[src/rtl/lcd_spi_tx.sv]
// FIFO-buffered SPI transmitter for serial LCD panels (ST7789 class).
// Programmable SCL half-period, CPOL/CPHA, 8/16-bit frames and active-low CS.
module lcd_spi_tx #(
    parameter int CLK_DIV    = 2,
    parameter int FIFO_DEPTH = 16,
    parameter int CPOL       = 1,
    parameter int CPHA       = 1
) (
    input  logic                        clk_i,
    input  logic                        rst_i,
    input  logic                        wr_valid_i,
    output logic                        wr_ready_o,
    input  logic                        wr_dc_i,
    input  logic                        wr_wide_i,
    input  logic [15:0]                 wr_data_i,
    output logic [$clog2(FIFO_DEPTH):0] level_o,
    output logic                        idle_o,
    output logic                        spi_sda_o,
    output logic                        spi_scl_o,
    output logic                        spi_dc_o,
    output logic                        spi_cs_n_o
);
    localparam int AW = $clog2(FIFO_DEPTH);
    localparam int DW = $clog2(CLK_DIV) + 1;
    localparam logic [DW-1:0] DIV_LAST = DW'(CLK_DIV - 1);
    localparam logic [AW:0]   FULL_LVL = (AW+1)'(FIFO_DEPTH);
    localparam logic POL = (CPOL != 0);
    localparam logic PHA = (CPHA != 0);

    typedef enum logic [1:0] {IDLE, LOAD, LEAD, TRAIL} state_t;

    // Entry layout: {dc, wide, data[15:0]}
    logic [17:0]   mem [FIFO_DEPTH];
    logic [AW-1:0] wr_ptr, rd_ptr;
    logic [AW:0]   count;
    logic          full, empty, push, pop;
    logic [17:0]   head;

    assign full       = (count == FULL_LVL);
    assign empty      = (count == '0);
    assign push       = wr_valid_i && !full;
    assign head       = mem[rd_ptr];
    assign wr_ready_o = !full;
    assign level_o    = count;

    always_ff @(posedge clk_i) begin
        if (push && !rst_i)
            mem[wr_ptr] <= {wr_dc_i, wr_wide_i, wr_data_i};
    end

    always_ff @(posedge clk_i) begin
        if (rst_i) begin
            wr_ptr <= '0;
            rd_ptr <= '0;
            count  <= '0;
        end else begin
            if (push) wr_ptr <= wr_ptr + 1'b1;
            if (pop)  rd_ptr <= rd_ptr + 1'b1;
            case ({push, pop})
                2'b10:   count <= count + 1'b1;
                2'b01:   count <= count - 1'b1;
                default: ;
            endcase
        end
    end

    state_t        state, state_nxt;
    logic [DW-1:0] div_cnt;
    logic [4:0]    bit_cnt;
    logic [15:0]   sr, sr_nxt;
    logic          div_last, last_bit, shift, lead_entry, trail_entry;

    assign div_last    = (div_cnt == DIV_LAST);
    assign last_bit    = (bit_cnt == 5'd1);
    assign lead_entry  = (state_nxt == LEAD)  && (state != LEAD);
    assign trail_entry = (state_nxt == TRAIL) && (state != TRAIL);

    always_ff @(posedge clk_i) begin
        if (rst_i) state <= IDLE;
        else       state <= state_nxt;
    end

    // A pop always coincides with the transition into LOAD, so the popped
    // head is latched on that same edge and CS/DC are already valid in LOAD.
    always_comb begin
        state_nxt = state;
        pop       = 1'b0;
        shift     = 1'b0;
        unique case (state)
            IDLE: if (!empty) begin
                pop       = 1'b1;
                state_nxt = LOAD;
            end
            LOAD: state_nxt = LEAD;
            LEAD: if (div_last) state_nxt = TRAIL;
            TRAIL: if (div_last) begin
                shift = 1'b1;
                if (!last_bit) begin
                    state_nxt = LEAD;
                end else if (!empty) begin
                    pop       = 1'b1;
                    state_nxt = LOAD;
                end else begin
                    state_nxt = IDLE;
                end
            end
            default: state_nxt = IDLE;
        endcase
    end

    always_comb begin
        sr_nxt = sr;
        if (shift) sr_nxt = {sr[14:0], 1'b0};
        if (pop)   sr_nxt = head[16] ? head[15:0] : {head[7:0], 8'h00};
    end

    always_ff @(posedge clk_i) begin
        if (rst_i) begin
            div_cnt    <= '0;
            bit_cnt    <= '0;
            sr         <= '0;
            spi_scl_o  <= POL;
            spi_sda_o  <= 1'b0;
            spi_dc_o   <= 1'b0;
            spi_cs_n_o <= 1'b1;
            idle_o     <= 1'b1;
        end else begin
            sr     <= sr_nxt;
            idle_o <= (state == IDLE) && empty && spi_cs_n_o;

            if (state_nxt != state)
                div_cnt <= '0;
            else if (state == LEAD || state == TRAIL)
                div_cnt <= div_cnt + 1'b1;

            if (shift) bit_cnt <= bit_cnt - 1'b1;
            if (pop) begin
                bit_cnt    <= head[16] ? 5'd16 : 5'd8;
                spi_dc_o   <= head[17];
                spi_cs_n_o <= 1'b0;
            end else if (shift && last_bit) begin
                spi_cs_n_o <= 1'b1;
            end

            // CPHA=0: the leading edge enters TRAIL; CPHA=1: the trailing edge does.
            if (trail_entry)          spi_scl_o <= PHA ? POL : !POL;
            if (shift && !PHA)        spi_scl_o <= POL;
            if (lead_entry && PHA) begin
                spi_scl_o <= !POL;
                spi_sda_o <= sr_nxt[15];
            end
            // SDA keeps the final bit once the frame ends into IDLE.
            if (!PHA && (pop || (shift && !last_bit)))
                spi_sda_o <= sr_nxt[15];
        end
    end
endmodule

[config.mk]
export PLATFORM = sky130hd
export DESIGN_NAME = lcd_spi_tx
export DESIGN_NICKNAME = d
export VERILOG_FILES = /design/src/rtl/lcd_spi_tx.sv
export SDC_FILE = /design/constraint.sdc
export NUM_CORES = 1
export LEC_CHECK = 0
export CAP_MARGIN = 10
export CORE_MARGIN = 5
export CORE_UTILIZATION = 40
export CTS_BUF_LIST = sky130_fd_sc_hd__clkbuf_16
export CTS_CLUSTER_DIAMETER = 80
export CTS_CLUSTER_SIZE = 12
export DETAILED_ROUTE_END_ITERATION = 16
export PLACE_DENSITY_LB_ADDON = 0.2
export SLEW_MARGIN = 40
export SYNTH_ARGS = -nofsm -noshare
export SYNTH_HDL_FRONTEND = slang
export SYNTH_SLANG_ARGS = --single-unit
[constraint.sdc]
create_clock -name clk_i -period 5.5 [get_ports clk_i]
set_input_delay 1.1 -clock clk_i [delete_from_list [all_inputs] [get_ports clk_i]]
set_output_delay 1.1 -clock clk_i [all_outputs]
set_load 0.02 [all_outputs]
### Yosys cells after proc, flatten, opt, wreduce, memory -nomap -nowiden

Memories as Yosys holds them, arrays and structs flattened. A register that Yosys moved wholly into a read port is not among the register bits.
Index checks and enable logic that the tools add are counted.

| storage, ports and cells | value |
|---|---|
| memories | 1 |
| register bits | 43 |
| bits in writable memories | 288 |

| cells by class | value |
|---|---|
| muxes and demuxes | 27 |
| reductions and logical operators | 17 |
| add/sub/neg operators | 6 |
| eq/ne operators | 13 |

Memories:

| memory | depth | bits a word | rd ports | clocked after memory_dff | wr ports | line | source |
|---|---|---|---|---|---|---|---|
| mem | 16 | 18 | 1 | 1 | 1 | 33 | `logic [17:0] mem [FIFO_DEPTH];` |

Operators by type and width:

| cell | count |
|---|---|
| 16-bit 2-to-1 mux | 3 |
| 5-bit 2-to-1 mux | 3 |
| 1-bit 2-to-1 mux | 12 |
| 2-bit equality test (second input constant) | 5 |
| 5-bit one-hot mux with 2 select lines | 1 |
| 5-bit by 1-bit subtractor with 5-bit output (second input constant) | 2 |
| 4-bit by 1-bit adder with 4-bit output (second input constant) | 2 |
| 2-bit 2-to-1 mux | 4 |
| 4-bit 2-to-1 mux | 2 |
| 2-bit one-hot mux with 4 select lines | 1 |
| 2-bit nonzero test | 4 |
| 1-bit logical AND | 7 |
| 2-bit by 1-bit equality test with 1-bit output (second input constant) | 3 |
| 5-bit by 1-bit adder with 5-bit output (second input constant) | 1 |
| 5-bit by 1-bit equality test with 1-bit output (second input constant) | 1 |
| 5-bit equality test (second input constant) | 1 |
| 5-bit zero test | 1 |
| 2-bit inequality test (second input constant) | 2 |
| 2-bit by 1-bit adder with 2-bit output (second input constant) | 1 |
| 1-bit zero test | 2 |
| 2-bit zero test | 1 |
| 2-bit inequality test | 1 |
| 1-bit one-hot mux with 2 select lines | 1 |
| 2-bit OR reduction | 1 |
| 1-bit logical OR | 1 |

### Longest topological paths before layout

Gate-level depths: netlist (run 1).

| depth | value |
|---|---|
| depth after elaboration | 9 |
| gate-level depth with buffers | 16 |
| mapped depth without buffers | 15 |

### Worst setup path after synthesis (run 1)

Ideal clock, no wire load.

| timing | value |
|---|---|
| path type | input to register |
| start | input port rst_i |
| end | memory mem[0][0], enable pin |
| path slack | 2.237 ns |
| stages on the path | 4 |
| arrival | 2.847 ns |
| path through | clkbuf_1 nor2_1 nand2_1 nor3_1 |

| on the way | value |
|---|---|
| cells in the longest elaborated chain, start to end | 4 |

Ends and longest elaborated chain:

| what | line | source |
|---|---|---|
| start: declaration | 10 | `input logic rst_i,` |
| 1-bit zero test | 47 | `if (push && !rst_i)` |
| 1-bit logical AND | 47 |  |
| 1-bit 2-to-1 mux | 47 |  |
| 1-bit 2-to-1 mux (not written as such) | 48 | `mem[wr_ptr] <= {wr_dc_i, wr_wide_i, wr_data_i};` |
| end: declaration | 33 |  |

No other way between the ends.

### Worst setup path after layout (run 1)

| timing | value |
|---|---|
| start | register bit_cnt[0] |
| end | register count[4] (netlist: level_o[4]) |

| on the way | value |
|---|---|
| cells in the longest elaborated chain, start to end | 6 |
| elaborated cells between the ends (all ways) | 8 |
| those cells by class | eq/ne: 3; mux: 4; reduce/logical: 1 |

Ends and longest elaborated chain:

| what | line | source |
|---|---|---|
| start: declaration | 69 | `logic [4:0] bit_cnt;` |
| start signal: assignment | 136 | `if (shift) bit_cnt <= bit_cnt - 1'b1;` |
| start signal: assignment | 138 | `bit_cnt <= head[16] ? 5'd16 : 5'd8;` |
| 5-bit by 1-bit equality test with 1-bit output (*) | 74 | `assign last_bit = (bit_cnt == 5'd1);` |
| 1-bit 2-to-1 mux (*) | 98 | `if (!last_bit) begin` |
| 1-bit 2-to-1 mux (*) | 96 | `TRAIL: if (div_last) begin` |
| 1-bit one-hot mux with 2 select lines (*) | 89 | `unique case (state)` |
| 2-bit by 1-bit equality test with 1-bit output or 2-bit equality test (tied branches) | 59 | `case ({push, pop})` |
| 5-bit one-hot mux with 2 select lines or 2-bit nonzero test (tied branches) | n/a |  |
| end signal: assignment | 60 | `2'b10: count <= count + 1'b1;` |
| end signal: assignment | 61 | `2'b01: count <= count - 1'b1;` |
| end: declaration | 35 | `logic [AW:0] count;` |

Every way passes the cells marked *; elsewhere a longest branch is shown, timed or not.
A chain may end at the register's enable or synchronous reset.

==> flow_metrics.py, run 1 <==
metrics = {
    "route": {
        "wire_per_inst_um": 24.1,
        "met3WireLength_um": 1320,
        "first_pass_iters": 4,
        "vias_per_cell": 5.58,
        "antenna_left": 0,
        "vias": 6847,
        "drt-total-wl_um": 29600,
        "drt-initial-drc-count": 446,
        "met2_wirelength_um": 15200,
        "drc": 0,
        "routed.top_layer": "met4",
        "met1_length_um": 12600,
    },
    "run": {
        "maxCapViolCount": 0,
    },
    "die": {
        "dieArea_mm2": 0.0369,
        "rows": 66,
        "initial_core_util": 0.407,
        "die_w_um": 192,
        "ios": 32,
        "core_mm2": 0.0326,
        "die_h_um": 192,
    },
    "layout": {
        "final_nets": 813,
        "multi_input_area_mm2": 0.00352,
        "syn_to_final_growth_pct": 12.9,
        "fill_cells": 2777,
        "drive_gt1_frac": 0.191,
        "diodes": 0,
        "finalInstanceArea_mm2": 0.0150,
        "ff_latch_area_mm2": 0.00960,
        "stdcell_count": 1227,
    },
    "min_path": {
        "whs_endpoint": "spi_dc_o",
        "hold_class": "register to register",
        "hold_start": "spi_dc_o",
        "holdPathStages": 2,
    },
    "place": {
        "portBuffers": 31,
        "gp_congestion": 0.792,
        "place_area_mm2": 0.0142,
        "place_hpwl_um": 18900,
        "pre_cts_ws_ps": 1930,
        "dpl.cell_count": 1183,
    },
    "power_and_ir_drop": {
        "p_leak_nw": 4.69,
        "power_mw": 6.44,
        "power.density_mw_per_mm2": 429,
        "peakVddDrop_mv": 0.240,
    },
    "setup_path": {
        "crit-reg2reg-capture": "level_o[4]",
        "critPathSlowestCell": "or4b_4",
        "rr_startpoint": "bit_cnt[0]",
        "cp.arrival_ps": 4020,
        "regToRegSetupSlack_ps": 1910,
        "max_stage_delay_ps": 480,
        "rr_worst_depth": 14,
        "endpoint_kind": "register",
        "crit_required_ps": 5920,
        "critPathKind": "register to register",
        "startpoint_type": "register",
        "crit_chain": "ha_1, or4b_4, nor2_1, o21ai_2, inv_2, ha_1, inv_1, fa_1, nor2b_1, o21ai_0, and3_1, nor3_1, xnor2_1, nor2_1",
        "crit_fanout": 21,
    },
    "clock_network": {
        "cts_inserted_buffers": 31,
        "clock_path_buffers": 3,
        "htree_num_levels": 1,
        "clk_pin_slew_worst_paths_ps": 60,
        "root_buffer": "clkbuf_16",
        "cts.repair.resized": 0,
        "clk_latency_ps": 550,
        "cts_hold_buf": 0,
        "cts_tree": "yes",
        "clock_sinks": 335,
        "postCtsSetupRepairBufs": 0,
    },
    "global_route": {
        "grt_pass1_wl_um": 44900,
        "grt_pass1_vias": 7131,
        "grt_start_max_net_pins": 45,
        "grt.total_usage": 0.163,
        "grt_antenna_before_repair": 0,
        "grt-ovfl-total": 0,
    },
    "yosys": {
        "synthDistinctLibCells": 56,
        "avgSynthCellArea_um2": 18.2,
        "ys_async_sr_fraction": 0,
        "netlist_area_mm2": 0.0133,
        "synth_cells": 731,
        "synth_ff_type": "edfxtp_1",
        "ys_seq_elements": 335,
        "synth-seq-area-share": 0.722,
        "synth_edf_count": 288,
        "synth_nets": 770,
        "synth.yosys.warnings": 0,
    },
    "timing": {
        "fin_tns_setup_ps": 0,
        "layout_setup_ws_ps": 1910,
        "fin_crit_ps": 3590,
        "fmax_mhz": 278,
        "maxSlewHeadroom": 0.471,
        "drv_slew": 0,
        "fin_skew_ps": 9.61,
        "final-hold-violation-count": 0,
        "tightest_slew_ps": 793,
        "setup_viol": 0,
        "rsz0062_at_grt": "no",
        "finalCritPeriodShare": 0.654,
    },
    "run_status": {
        "outcome": "finished, final reports clean",
    },
}
## how the worst max path moves through the flow
| stage | from | cells past startpoint | slack [ps] | endpoint |
|---|---|---|---|---|
| floorplan | rst_i | 4 | 2240 | mem[0][0] |
| global placement | rst_i | 5 | 1820 | mem[6][2] |
| detailed placement | bit_cnt[0] | 14 | 1930 | level_o[4] |
| CTS | bit_cnt[0] | 14 | 1900 | level_o[4] |
| global route | state[0] | 14 | 1470 | level_o[4] |
| finish | bit_cnt[0] | 14 | 1910 | level_o[4] |
## logic make-up (layout without fill, tap and decap cells)
group           after synthesis  after routing  share of synthesized area
mux                          98             98                      0.139
xor+xnor                     14             14                    0.00923
simple gates                126            126                     0.0451
compound gates               85             85                     0.0467
buf+inv                      55            109                     0.0203
flops                       335            335                      0.722
fa+ha+maj                    18             18                     0.0175
## critical path, delay by kind of cell, from the launching register on
family | cells | cell delay (ps)
AOI/OAI and AO/OA | 2 | 350
xor gates and xnor gates | 1 | 140
adders and majority gates | 3 | 860
buffers and inverters | 2 | 480
DFF | 1 | 410
and+or+nand+nor | 6 | 1220
## through the flow
stage	util	hold WS, ps
after global routing	0.460	496
after global placement	0.433	467
after CTS	0.460	472
final	0.460	471
after floorplan	-	468
after detailed placement	0.434	460
## Yosys cell counts (all sizes together) (8+ instances only)
master  instances  share of area
edfxtp        288           0.65
nor3           22         0.0083
nor2           51          0.015
dfxtp          47          0.071
a221oi         23          0.015
nor2b           8         0.0038
mux4           69           0.12
a21oi          15         0.0057
o21ai           9         0.0037
buf            24          0.011
clkbuf         12         0.0034
nand2          24         0.0068
a22oi           8         0.0045
mux2i          27          0.020
inv            18         0.0051
ha             17          0.016
## power breakdown
group / leakage, nW / total, mW / internal [mW] / switching [mW]
Combinational: 1.26 / 1.54 / 0.657 / 0.888
Clock: 0.450 / 1.85 / 0.996 / 0.853
Sequential: 2.98 / 3.04 / 2.90 / 0.148
## layout by cell type (no fill, tap or decap), types with 2 or more instances in the layout
master / instances
a221oi_1: 23
mux2i_1: 27
buf_4: 15
nand2b_1: 3
a31oi_1: 2
dfxtp_1: 44
nand2_1: 24
a2111oi_0: 2
inv_1: 29
nor2_4: 8
a21oi_1: 14
xnor2_1: 7
o21ai_0: 8
mux4_2: 69
nor3_2: 4
nor3_1: 18
nor2_1: 37
clkbuf_16: 31
o21bai_1: 2
xor2_1: 7
a211oi_1: 5
nor2_2: 6
dfxtp_4: 2
a221o_1: 2
a22oi_1: 8
clkdlybuf4s50_1: 31
nand3_1: 5
nor2b_1: 7
inv_2: 2
o22ai_1: 7
and2_1: 3
ha_1: 17
edfxtp_1: 288
mux2_2: 2
## registers in the layout, summed over array words and instances (netlist names), named ones only
register	count
div_cnt	2
idle_o	1
spi_sda_o	1
bit_cnt	5
spi_scl_o	1
state	2
sr	16
level_o	5
rd_ptr	4
wr_ptr	4
spi_cs_n_o	1
mem	288
spi_dc_o	1
## layer usage
layer / vias to the layer above / track usage
li1: 3013 / -
met1: 3631 / 0.219
met2: 165 / 0.284
met3: 38 / 0.0254
met4: 0 / 0.0332
met5: - / 0
## cell type report
class / count / area share
clock buffer: 31 / 0.0517
clock inverter: 13 / 0.00359
inverter: 19 / 0.00476
multi-input combinational: 341 / 0.235
sequential: 335 / 0.640
tap: 442 / 0.0369
timing repair buffer: 46 / 0.0282
Power figures use the tool's default switching activity.
==> run 2: changes to the inputs <==
==> constraint.sdc (replaced) <==
create_clock -name clk_i -period 3.5 [get_ports clk_i]
set_input_delay 0.7 -clock clk_i [delete_from_list [all_inputs] [get_ports clk_i]]
set_output_delay 0.7 -clock clk_i [all_outputs]
set_load 0.02 [all_outputs]
==> run 2 against run 1 <==
Wire length up 2.4%; design area rose by 2.2%; core utilization grew 1.0 points; combinational power rose by 64%; clock skew grew 3.2 ps; worst hold slack lost 8.1 ps; count of clock-buffer cells in the layout unchanged; die area unchanged; non-clock buffer count is 23 higher; register-to-register slack worse by 1500 ps; sequential cell count did not move; critical endpoint unchanged.
==> flow_metrics.py, run 2 (synthesized netlist as in run 1, its figures left out) <==
metrics = {
    "min_path": {
        "holdPathStages": 2,
        "hold_class": "register to register",
    },
    "route": {
        "wire_per_inst_um": 24.0,
        "drc": 0,
        "first_pass_iters": 5,
        "drt-total-wl_um": 30300,
        "vias_per_cell": 5.49,
        "antenna_left": 0,
        "drt-initial-drc-count": 546,
        "vias": 6928,
    },
    "global_route": {
        "grt.total_usage": 0.166,
        "grt_antenna_before_repair": 0,
        "grt_pass1_vias": 7160,
        "grt_start_max_net_pins": 44,
        "grt_pass1_wl_um": 45600,
        "grt-ovfl-total": 0,
    },
    "layout": {
        "largest_reg_flops": 288,
        "reg_top3": "mem: 288 flops, sr: 16 flops",
        "diodes": 0,
        "final_util": 0.470,
        "max_flop_register": "mem",
        "layout.cells.most_common": "edfxtp_1",
        "syn_to_final_growth_pct": 15.4,
        "final_nets": 836,
        "layout_common_cells": "edfxtp_1, mux4_2, dfxtp_1",
        "drive_gt1_frac": 0.208,
    },
    "setup_path": {
        "rr_worst_depth": 14,
        "endpoint_kind": "register",
        "startpoint_type": "register",
        "critPathKind": "register to register",
        "crit_required_ps": 3950,
        "crit_fanout": 4,
        "cp.arrival_ps": 3520,
    },
    "run": {
        "maxCapViolCount": 0,
    },
    "clock_network": {
        "clock_sinks": 335,
        "clk_pin_slew_worst_paths_ps": 70,
        "htree_num_levels": 1,
        "clock_path_buffers": 3,
        "cts_hold_buf": 0,
        "clk_latency_ps": 570,
        "cts_tree": "yes",
        "postCtsSetupRepairBufs": 0,
        "cts_inserted_buffers": 31,
        "cts.repair.resized": 0,
        "root_buffer": "clkbuf_16",
    },
    "timing": {
        "setup_viol": 0,
        "finalCritPeriodShare": 0.878,
        "rsz0062_at_grt": "no",
        "fin_tns_setup_ps": 0,
        "tightest_slew_ps": 649,
        "fmax_mhz": 325,
        "fin_crit_ps": 3070,
        "drv_slew": 0,
        "fin_skew_ps": 12.8,
        "final-hold-violation-count": 0,
        "maxSlewHeadroom": 0.563,
    },
    "power_and_ir_drop": {
        "p_sw_frac": 0.295,
        "power.density_mw_per_mm2": 673,
        "p_int_mw": 7.26,
        "peakVddDrop_mv": 0.381,
        "netSwitchingPower_mw": 3.04,
        "combPwrFrac": 0.245,
        "clock_power_share": 0.291,
        "p_leak_nw": 4.92,
        "seqPwrFrac": 0.463,
    },
    "place": {
        "place_hpwl_um": 18400,
        "gp_congestion": 0.831,
        "portBuffers": 31,
    },
    "run_status": {
        "outcome": "finished, final reports clean",
    },
    "die": {
        "die_h_um": 192,
        "dieArea_mm2": 0.0369,
        "initial_core_util": 0.407,
        "core_mm2": 0.0326,
        "rows": 66,
        "ios": 32,
        "die_w_um": 192,
    },
}
-- run 2: cell count changes in the layout (fill, tap and decap cells not counted) --
cell      change
inv_2         -1
a21oi_1       +1
clkinv_1      +1
inv_16        +1
nor2_4        -8
inv_6         -1
buf_4        +12
a21oi_2       -1
inv_1        +13
nor2_2        +8
buf_12       +11
-- run 2: metrics by stage --
step	power (mW)	setup slack, ps	hold WS, ps	cell area, um^2	cells
2_1_floorplan	6.59	435	468	13300	731
3_3_place_gp	7.29	460	454	14400	1206
3_5_place_dp	7.40	366	459	14400	1206
4_1_cts	10.4	423	467	15300	1263
5_1_grt	10.8	223	475	15300	1263
6_report	10.3	425	463	15300	1263
-- run 2: final timing paths --
check        slack, ps         end        from
max                430  level_o[4]  bit_cnt[0]
min                460    spi_dc_o    spi_dc_o
min reg2reg        460    spi_dc_o    spi_dc_o
max reg2reg        430  level_o[4]  bit_cnt[0]
-- run 2: power by group through the flow --
stage | Sequential (mW) | Clock [mW] | Combinational [mW]
4_1_cts | 4.78 | 3.09 | 2.54
6_report | 4.77 | 3.00 | 2.53
5_1_grt | 4.81 | 3.25 | 2.76
3_5_place_dp | 4.87 | 0 | 2.53
3_3_place_gp | 4.85 | 0 | 2.44
2_1_floorplan | 4.79 | 0 | 1.80
-- run 2: worst max-delay path, cell delays in order, from the launching register on --
cell and delay, ps:
dfxtp_1 400, ha_1 160, or4b_4 470, nor2_1 160
o21ai_2 80, inv_2 70, ha_1 220, inv_1 100
fa_1 400, nor2b_1 160, o21ai_0 120, and3_1 200
nor3_1 200, xnor2_1 150, nor2_1 50
-- run 2: layout make-up --
class                           count  area (um^2)
Fill cell                        2744        17300
Sequential cell                   335         9600
Multi-Input combinational cell    341         3470
Tap cell                          442          553
Inverter                           19         71.3
Clock inverter                     26          114
Timing Repair Buffer               69          733
Clock buffer                       31          776
-- run 2: metal layers --
layer | track usage | share of wire | wire (um) | up-vias
met5 | 0 | 0 | 0 | -
met4 | 0.0466 | 0.028 | 860 | 0
met3 | 0.0222 | 0.056 | 1710 | 50
met2 | 0.269 | 0.48 | 14700 | 204
met1 | 0.237 | 0.43 | 13100 | 3610
li1 | - | - | - | 3064
